`config.mk`:
```
export PLATFORM = sky130hd
export DESIGN_NAME = reorder_buffer
export DESIGN_NICKNAME = d
export VERILOG_FILES = /design/src/rtl/reorder_buffer.sv
export SDC_FILE = /design/constraint.sdc
export NUM_CORES = 2
export LEC_CHECK = 0
export BUFFER_PORTS_ARGS = -buffer_cell sky130_fd_sc_hd__buf_2
export CORE_MARGIN = 5
export CORE_UTILIZATION = 25
export CTS_CLUSTER_SIZE = 12
export DETAILED_ROUTE_END_ITERATION = 10
export HOLD_SLACK_MARGIN = 0.1
export SYNTH_ARGS = -nofsm -noshare
export SYNTH_HDL_FRONTEND = slang
export SYNTH_SLANG_ARGS = --single-unit
```
`constraint.sdc`:
```
create_clock -name clk -period 5.6 [get_ports clk]
set_clock_uncertainty 0.1 [all_clocks]
set_input_delay 1.12 -clock clk [delete_from_list [all_inputs] [get_ports clk]]
set_output_delay 1.12 -clock clk [all_outputs]
set_load 0.1 [all_outputs]
```
`src/rtl/reorder_buffer.sv`:
```
// 16-entry circular reorder buffer: allocates tags at dispatch, captures CDB results,
// answers operand-readiness queries and retires in order, flushing on a mispredicted branch.
module reorder_buffer #(
    parameter int DEPTH = 16,
    parameter int TAG_W = 5
) (
    input  logic             clk,
    input  logic             rst,
    input  logic             rdy,
    input  logic             dispatch_valid,
    input  logic [4:0]       dispatch_rd,
    input  logic             dispatch_is_branch,
    output logic [TAG_W-1:0] dispatch_tag,
    output logic             full,
    input  logic [TAG_W-1:0] query_tag1,
    input  logic [TAG_W-1:0] query_tag2,
    output logic             query_ready1,
    output logic             query_ready2,
    output logic [31:0]      query_data1,
    output logic [31:0]      query_data2,
    input  logic             cdb_valid,
    input  logic [TAG_W-1:0] cdb_tag,
    input  logic [31:0]      cdb_data,
    input  logic             cdb_mispredict,
    input  logic [31:0]      cdb_target_pc,
    output logic             if_commit,
    output logic [4:0]       pos_commit,
    output logic [31:0]      data_commit,
    output logic [TAG_W-1:0] tag_commit,
    output logic             clear,
    output logic [31:0]      clear_pc
);

    localparam int PTR_W = $clog2(DEPTH);
    localparam logic [TAG_W-1:0] EMPTY_TAG  = TAG_W'(DEPTH);
    localparam logic [PTR_W:0]   FULL_COUNT = (PTR_W+1)'(DEPTH);

    logic [DEPTH-1:0] busy;
    logic [DEPTH-1:0] ready;
    logic [DEPTH-1:0] is_branch;
    logic [DEPTH-1:0] mispredict;
    logic [4:0]       rd_q     [DEPTH];
    logic [31:0]      data_q   [DEPTH];
    logic [31:0]      target_q [DEPTH];

    logic [PTR_W-1:0] head;
    logic [PTR_W-1:0] tail;
    logic [PTR_W-1:0] cdb_idx;
    logic [PTR_W:0]   count;

    logic do_dispatch;
    logic cdb_hit;
    logic do_retire;
    logic do_flush;
    logic do_commit;

    assign cdb_idx      = cdb_tag[PTR_W-1:0];
    assign full         = (count == FULL_COUNT);
    assign dispatch_tag = TAG_W'(tail);

    // Flush only acts on branches; a stray mispredict flag on any other entry is ignored.
    assign do_dispatch = dispatch_valid && !full && !clear;
    assign cdb_hit     = cdb_valid && !clear && (cdb_tag < EMPTY_TAG) && busy[cdb_idx];
    assign do_retire   = busy[head] && ready[head];
    assign do_flush    = do_retire && is_branch[head] && mispredict[head];
    assign do_commit   = do_retire && (rd_q[head] != 5'd0);

    function automatic logic [32:0] lookup(input logic [TAG_W-1:0] t);
        logic [PTR_W-1:0] idx;
        idx = t[PTR_W-1:0];
        if (t >= EMPTY_TAG)
            return '0;
        if (cdb_valid && cdb_tag == t)
            return {1'b1, cdb_data};
        return {ready[idx], data_q[idx]};
    endfunction

    always_comb begin
        {query_ready1, query_data1} = lookup(query_tag1);
        {query_ready2, query_data2} = lookup(query_tag2);
    end

    always_ff @(posedge clk) begin
        if (!rst) begin
            busy        <= '0;
            ready       <= '0;
            head        <= '0;
            tail        <= '0;
            count       <= '0;
            if_commit   <= 1'b0;
            pos_commit  <= '0;
            data_commit <= '0;
            tag_commit  <= EMPTY_TAG;
            clear       <= 1'b0;
            clear_pc    <= '0;
        end else if (rdy) begin
            if_commit <= do_commit;
            if (do_commit) begin
                pos_commit  <= rd_q[head];
                data_commit <= data_q[head];
                tag_commit  <= TAG_W'(head);
            end
            clear    <= do_flush;
            clear_pc <= do_flush ? target_q[head] : 32'd0;

            if (do_flush) begin
                busy  <= '0;
                head  <= '0;
                tail  <= '0;
                count <= '0;
            end else begin
                if (cdb_hit)
                    ready[cdb_idx] <= 1'b1;
                if (do_retire) begin
                    busy[head] <= 1'b0;
                    head       <= head + 1'b1;
                end
                if (do_dispatch) begin
                    busy[tail]  <= 1'b1;
                    ready[tail] <= 1'b0;
                    tail        <= tail + 1'b1;
                end
                if (do_dispatch && !do_retire)
                    count <= count + 1'b1;
                else if (!do_dispatch && do_retire)
                    count <= count - 1'b1;
            end
        end
    end

    // Payload fields are only meaningful while busy/ready, so they carry no reset.
    always_ff @(posedge clk) begin
        if (rdy) begin
            if (do_dispatch) begin
                rd_q[tail]      <= dispatch_rd;
                is_branch[tail] <= dispatch_is_branch;
            end
            if (cdb_hit) begin
                data_q[cdb_idx]     <= cdb_data;
                mispredict[cdb_idx] <= cdb_mispredict;
                target_q[cdb_idx]   <= cdb_target_pc;
            end
        end
    end

endmodule

```
======== After elaboration in Yosys (flattened, before gate mapping) ========
Memory sizes are Yosys's and may differ from the RTL's. A register that Yosys moved wholly into a read port is not among the register bits.
Index checks and enable logic that the tools add are counted.
operators by class
  add/subtract/negate cells ............... 4
  order comparisons ....................... 11
  equality and inequality tests ........... 3
  muxes and demuxes ....................... 65
  bitwise logic cells ..................... 7
  reductions and logical operators ........ 32
operators by type and width
  kind                   number
  $mux W33               8
  $mux W16               11
  $and A16 B16 Y16       2
  $bwmux W16             2
  $mux W32               1
  $mux W4                8
  $not A16 Y16           2
  $or A16 B16 Y16        2
  $bmux W1 S4            7
  $lt A4 B5 Y1 const B   5
  $mux W1                22
  $logic_and A1 B1 Y1    16
  $mux W5                3
  $reduce_and A2 Y1      7
  $demux W1 S4           3
  $ge A4 B1 Y1 const B   3
  $eq A5 B5 Y1           2
  $ge A5 B5 Y1 const B   2
  $add A4 B1 Y4 const B  2
  $add A5 B1 Y5 const B  1
  $eq A5 B5 Y1 const B   1
  $logic_not A1 Y1       5
  $lt A5 B5 Y1 const B   1
  $reduce_bool A5 Y1     1
  other kinds (4)        5
word-level totals
  register bits ........................... 121
  RAM bits ................................ 1104
  bits of input ports ..................... 91
  output and inout bits ................... 148
  logic and storage cells ................. 137
  memories ................................ 3
memory list
  name      depth  width  rd ports  clocked after Yosys merged registers in  write ports  RTL line  source
  data_q    16     32     3         1                                        1            43        logic [31:0] data_q [DEPTH];
  target_q  16     32     1         1                                        1            44        logic [31:0] target_q [DEPTH];
  rd_q      16     5      1         1                                        1            42        logic [4:0] rd_q [DEPTH];

======== Logic depth before layout (Yosys ltp) ========
  word-level depth ........................ 13
  mapped depth ............................ 15

======== Least setup slack after synthesis ========
OpenSTA, ideal clock, no wires.
  kind .................................... input port to flip-flop
  start ................................... input cdb_tag[0]
  end ..................................... memory data_q[5][0] (enable)
  library setup time ...................... 0.489 ns
  data arrival time ....................... 5.100 ns
  path slack .............................. -0.089 ns
  stages on the path ...................... 7
  cells stage by stage .................... buf_4 > mux4_2 > mux4_2 > nand3_1 > or2_2 > buf_2 > nor2_1
on the way
  cells in the longest elaborated chain, start to end .. 6
  elaborated cells on any way between the ends .. 8
  classes of those cells .................. order compare (1); mux (5); reduce/logical (2)
ends and longest elaborated chain
  element                                                               RTL line  source
  start: declaration                                                    22        input logic [TAG_W-1:0] cdb_tag,
  $bmux W1 S4 or $lt A5 B5 Y1 (tied branches)                           63        assign cdb_hit = cdb_valid && !clear && (cdb_tag < EMPTY_TAG) && busy[cdb_idx];
  $mux W1 (not written as such) or $logic_and A1 B1 Y1 (tied branches)  63
  $logic_and A1 B1 Y1                                                   63
  $mux W1                                                               138       if (cdb_hit) begin
  $mux W1                                                               133       if (rdy) begin
  $mux W1 (not written as such)                                         139       data_q[cdb_idx] <= cdb_data;
  end: declaration                                                      43
Parallel ways exist; a longest one is shown, timed or not. The select of a mux whose other input is x is not followed.

======== Final worst setup path ========
  start ................................... input cdb_tag[2]
  end ..................................... output query_data2[13]
on the way
  cells in the longest elaborated chain, start to end .. 6
  elaborated cells on any way between the ends .. 7
  classes of those cells .................. eq/ne (1); mux (5); reduce/logical (1)
ends and longest elaborated chain
  element                RTL line  source
  $eq A5 B5 Y1 *         73        if (cdb_valid && cdb_tag == t)
  $logic_and A1 B1 Y1 *  73
  $mux W1 (2 in series)  73
  $mux W33 *             75        return {ready[idx], data_q[idx]};
  $mux W33 *             73
  end: declaration       20        output logic [31:0] query_data2,
Mark *: on every way between the ends. The rest lies on a longest branch, timed or not. The select of a mux whose other input is x is not followed.

==> summary.txt <==
yosys warns -> 0
# DRC -> 0
Crit Path Max Fanout -> 9
vias per std cell -> 5.06
Syn Area/Cell -> 18.7 sq um
critical path class -> input pin to output pin
Fillers -> 22,400
Die H -> 491 um
Post-CTS Setup Inserts -> 0
f_max -> 212 MHz
flop and latch count out of synthesis -> 1,261
CP Data Required Time -> 4.38 ns
Post-synth top cells -> 1,136 x edfxtp_1, 641 x mux4_2, 277 x nand2_1
vias in the first global route -> 33,500
Core Util, Final -> 29.6%
Final Setup Violations -> 0
H-Tree Depth -> 4
first-pass iteration count of the detailed router -> 7
Post-synth EDFFs -> 1,136
hold crit path type -> flip-flop to flip-flop
fin crit share -> 84.3%
vias -> 32,700
final WL -> 177 mm
worst path bufs/invs -> 3
WHS -> 0.349 ns
hold buffers post-CTS -> 0
Yosys top cell area share -> 58.9%
worst slack at placement -> 0.768 ns
final worst slack -> 0.878 ns
DRT iter0 DRCs -> 3,126
Port-buffer cells -> 237
Comb pwr share -> 6.7%
first-pass GRT wire length -> 251 mm
Power Dens Cells -> 302 mW/mm^2
area delta synth->final -> 17.8%
Die Width -> 491 um
WL per Instance -> 27.4 um
delay-heaviest family, CP -> buffers and inverters
# rows -> 176
Post-Syn Nets -> 3,201
Worst-path clk slew -> 0.06 ns
max incr delay on CP -> 0.43 ns
Max clock buf depth -> 3
final hold violations -> 0
Fin Setup TNS -> 0 ns
P_sw -> 4.72 mW
Num CTS Buffers -> 140
Leak Pwr -> 21.1 nW
Max Cap Viol -> 0
remaining antenna violation count -> 0
unrepaired setup endpoints after global routing -> false
HPWL after detailed placement -> 105 mm
Starting Density -> 25.2%
asr flop ratio synth -> 0%
Final Slew Violations -> 0
count leader, synth -> edfxtp_1
Synth cell types -> 77
Critical Path AT -> 3.50 ns
layout cells sized above 1 -> 36.2%
DIE AREA -> 0.241 sq mm
Global Route Usage Sum -> 14.3%
mapped cell area -> 0.0579 sq mm
Resized cells post-CTS -> 0
Worst Tran Pin Value -> 1.19 ns
grt ovf -> 0
clock period minus final worst setup slack -> 4.72 ns
largest net degree at the start of global routing -> 82
initial antenna violation count -> 40
CTS root buffer -> clkbuf_16
Flop pwr share -> 49.9%
clock share of power -> 43.4%
clk_lat worst skew -> 0.80 ns
I/O pin cnt -> 239
CTS tree -> done
most area-consuming cells after synthesis -> edfxtp_1 59%, mux4_2 25%, dfxtp_1 4.3%
Rel. slew slack -> 20.1%
worst path cell trace -> buf_2 -> xor2_1 -> nor4_1 -> and3_2 -> buf_4 -> nand2_1 -> a21oi_1 -> buf_12
Cells after Synth -> 3,097
ys flop type -> edfxtp_1
critical path startpoint category -> input pin
Core Region -> 0.230 sq mm
routability congestion estimate from global placement -> 0.795
clock sinks -> 1,261
worst vdd ir -> 0.301 mV
switching share of total power -> 22.9%
Setup crit end kind -> output pin
sequential-to-total area share from yosys stat -> 63.3%
Internal Pwr Total -> 15.8 mW
nets -> 3,425
status -> finished, final reports clean
Synth area leader -> edfxtp_1
slowest cell on the critical path -> a21oi_1
kinds of logic after synthesis:
family                     count (synthesis)  share of synthesized area, %
DFF                                     1261                          63.3
muxes                                    724                          26.4
and+or+nand+nor                          503                          3.88
AOI/OAI and AO/OA                        298                          3.64
buffers and inverters                    283                          2.33
xor gates and xnor gates                  14                         0.212
adders and majority gates                 13                         0.294
other                                      1                       0.00648
power groups by stage:
stage / Clock, mW / Combinational (mW) / Sequential [mW]
global placement: 0 / 1.37 / 10.5
CTS: 9.14 / 1.38 / 10.3
floorplan: 0 / 0.803 / 10.5
detailed placement: 0 / 1.38 / 10.5
global route: 9.50 / 1.43 / 10.3
finish: 8.94 / 1.37 / 10.3
state kept, by name, indices dropped and copies added, names as in the netlist, named ones only:
name,count
data_q,512
target_q,512
rd_q,80
clear_pc,32
data_commit,32
busy,16
is_branch,16
mispredict,16
ready,16
count,5
pos_commit,5
tag_commit,5
head,4
tail,4
clear,1
if_commit,1
placed cells by master, fill, tap and decap left out, types with 7 or more instances in the layout:
master	instances
diode_2	14
nor2b_1	67
mux2i_1	75
o22ai_1	22
a211oi_1	39
nor2_1	56
clkbuf_16	143
inv_1	23
dfxtp_1	118
mux2_2	7
buf_2	166
buf_4	89
a21oi_1	117
clkbuf_8	9
clkinv_1	8
clkbuf_1	56
dfxtp_4	7
nor2_4	16
xor2_1	8
o221a_2	14
nand3_1	35
edfxtp_1	1136
clkinv_2	11
a2111oi_0	10
mux4_2	641
inv_6	11
nand2_1	277
a41oi_1	32
buf_12	78
ha_1	12
routing by layer:
metal | track usage (%) | up-vias | wire (um)
li1 | - | 13500 | -
met1 | 18.2 | 17500 | 70900
met2 | 23.5 | 1388 | 86300
met3 | 2.93 | 340 | 12300
met4 | 6.44 | 6 | 7560
met5 | 0 | - | 34
through the flow:
step	total power [mW]	area, sq um	instances
final	20.6	68200	6473
after global routing	21.2	68200	6468
after detailed placement	11.8	63700	6205
after CTS	20.8	68200	6459
after global placement	11.8	63700	6205
after floorplan	11.3	57900	3097
path summary, 6_finish.rpt:
kind,from,end,slack (ns),cells past startpoint
setup / recovery,cdb_tag[2],query_data2[13],0.88,8
hold / removal,tag_commit[4],tag_commit[4],0.35,1
setup reg to reg,head[0],count[4],1.45,12
hold reg to reg,tag_commit[4],tag_commit[4],0.35,1
cell type report:
class / count / area (sq um) / share of cell area, %
inverter: 27 / 108 / 0.158
clock inverter: 46 / 515 / 0.756
clock buffer: 208 / 3910 / 5.74
timing repair buffer: 338 / 3120 / 4.58
tap: 3026 / 3790 / 5.55
multi-input combinational: 1553 / 20100 / 29.4
sequential: 1261 / 36600 / 53.7
antenna: 14 / 35.0 / 0.0514
Note: power is estimated with default switching activity, not from simulation.
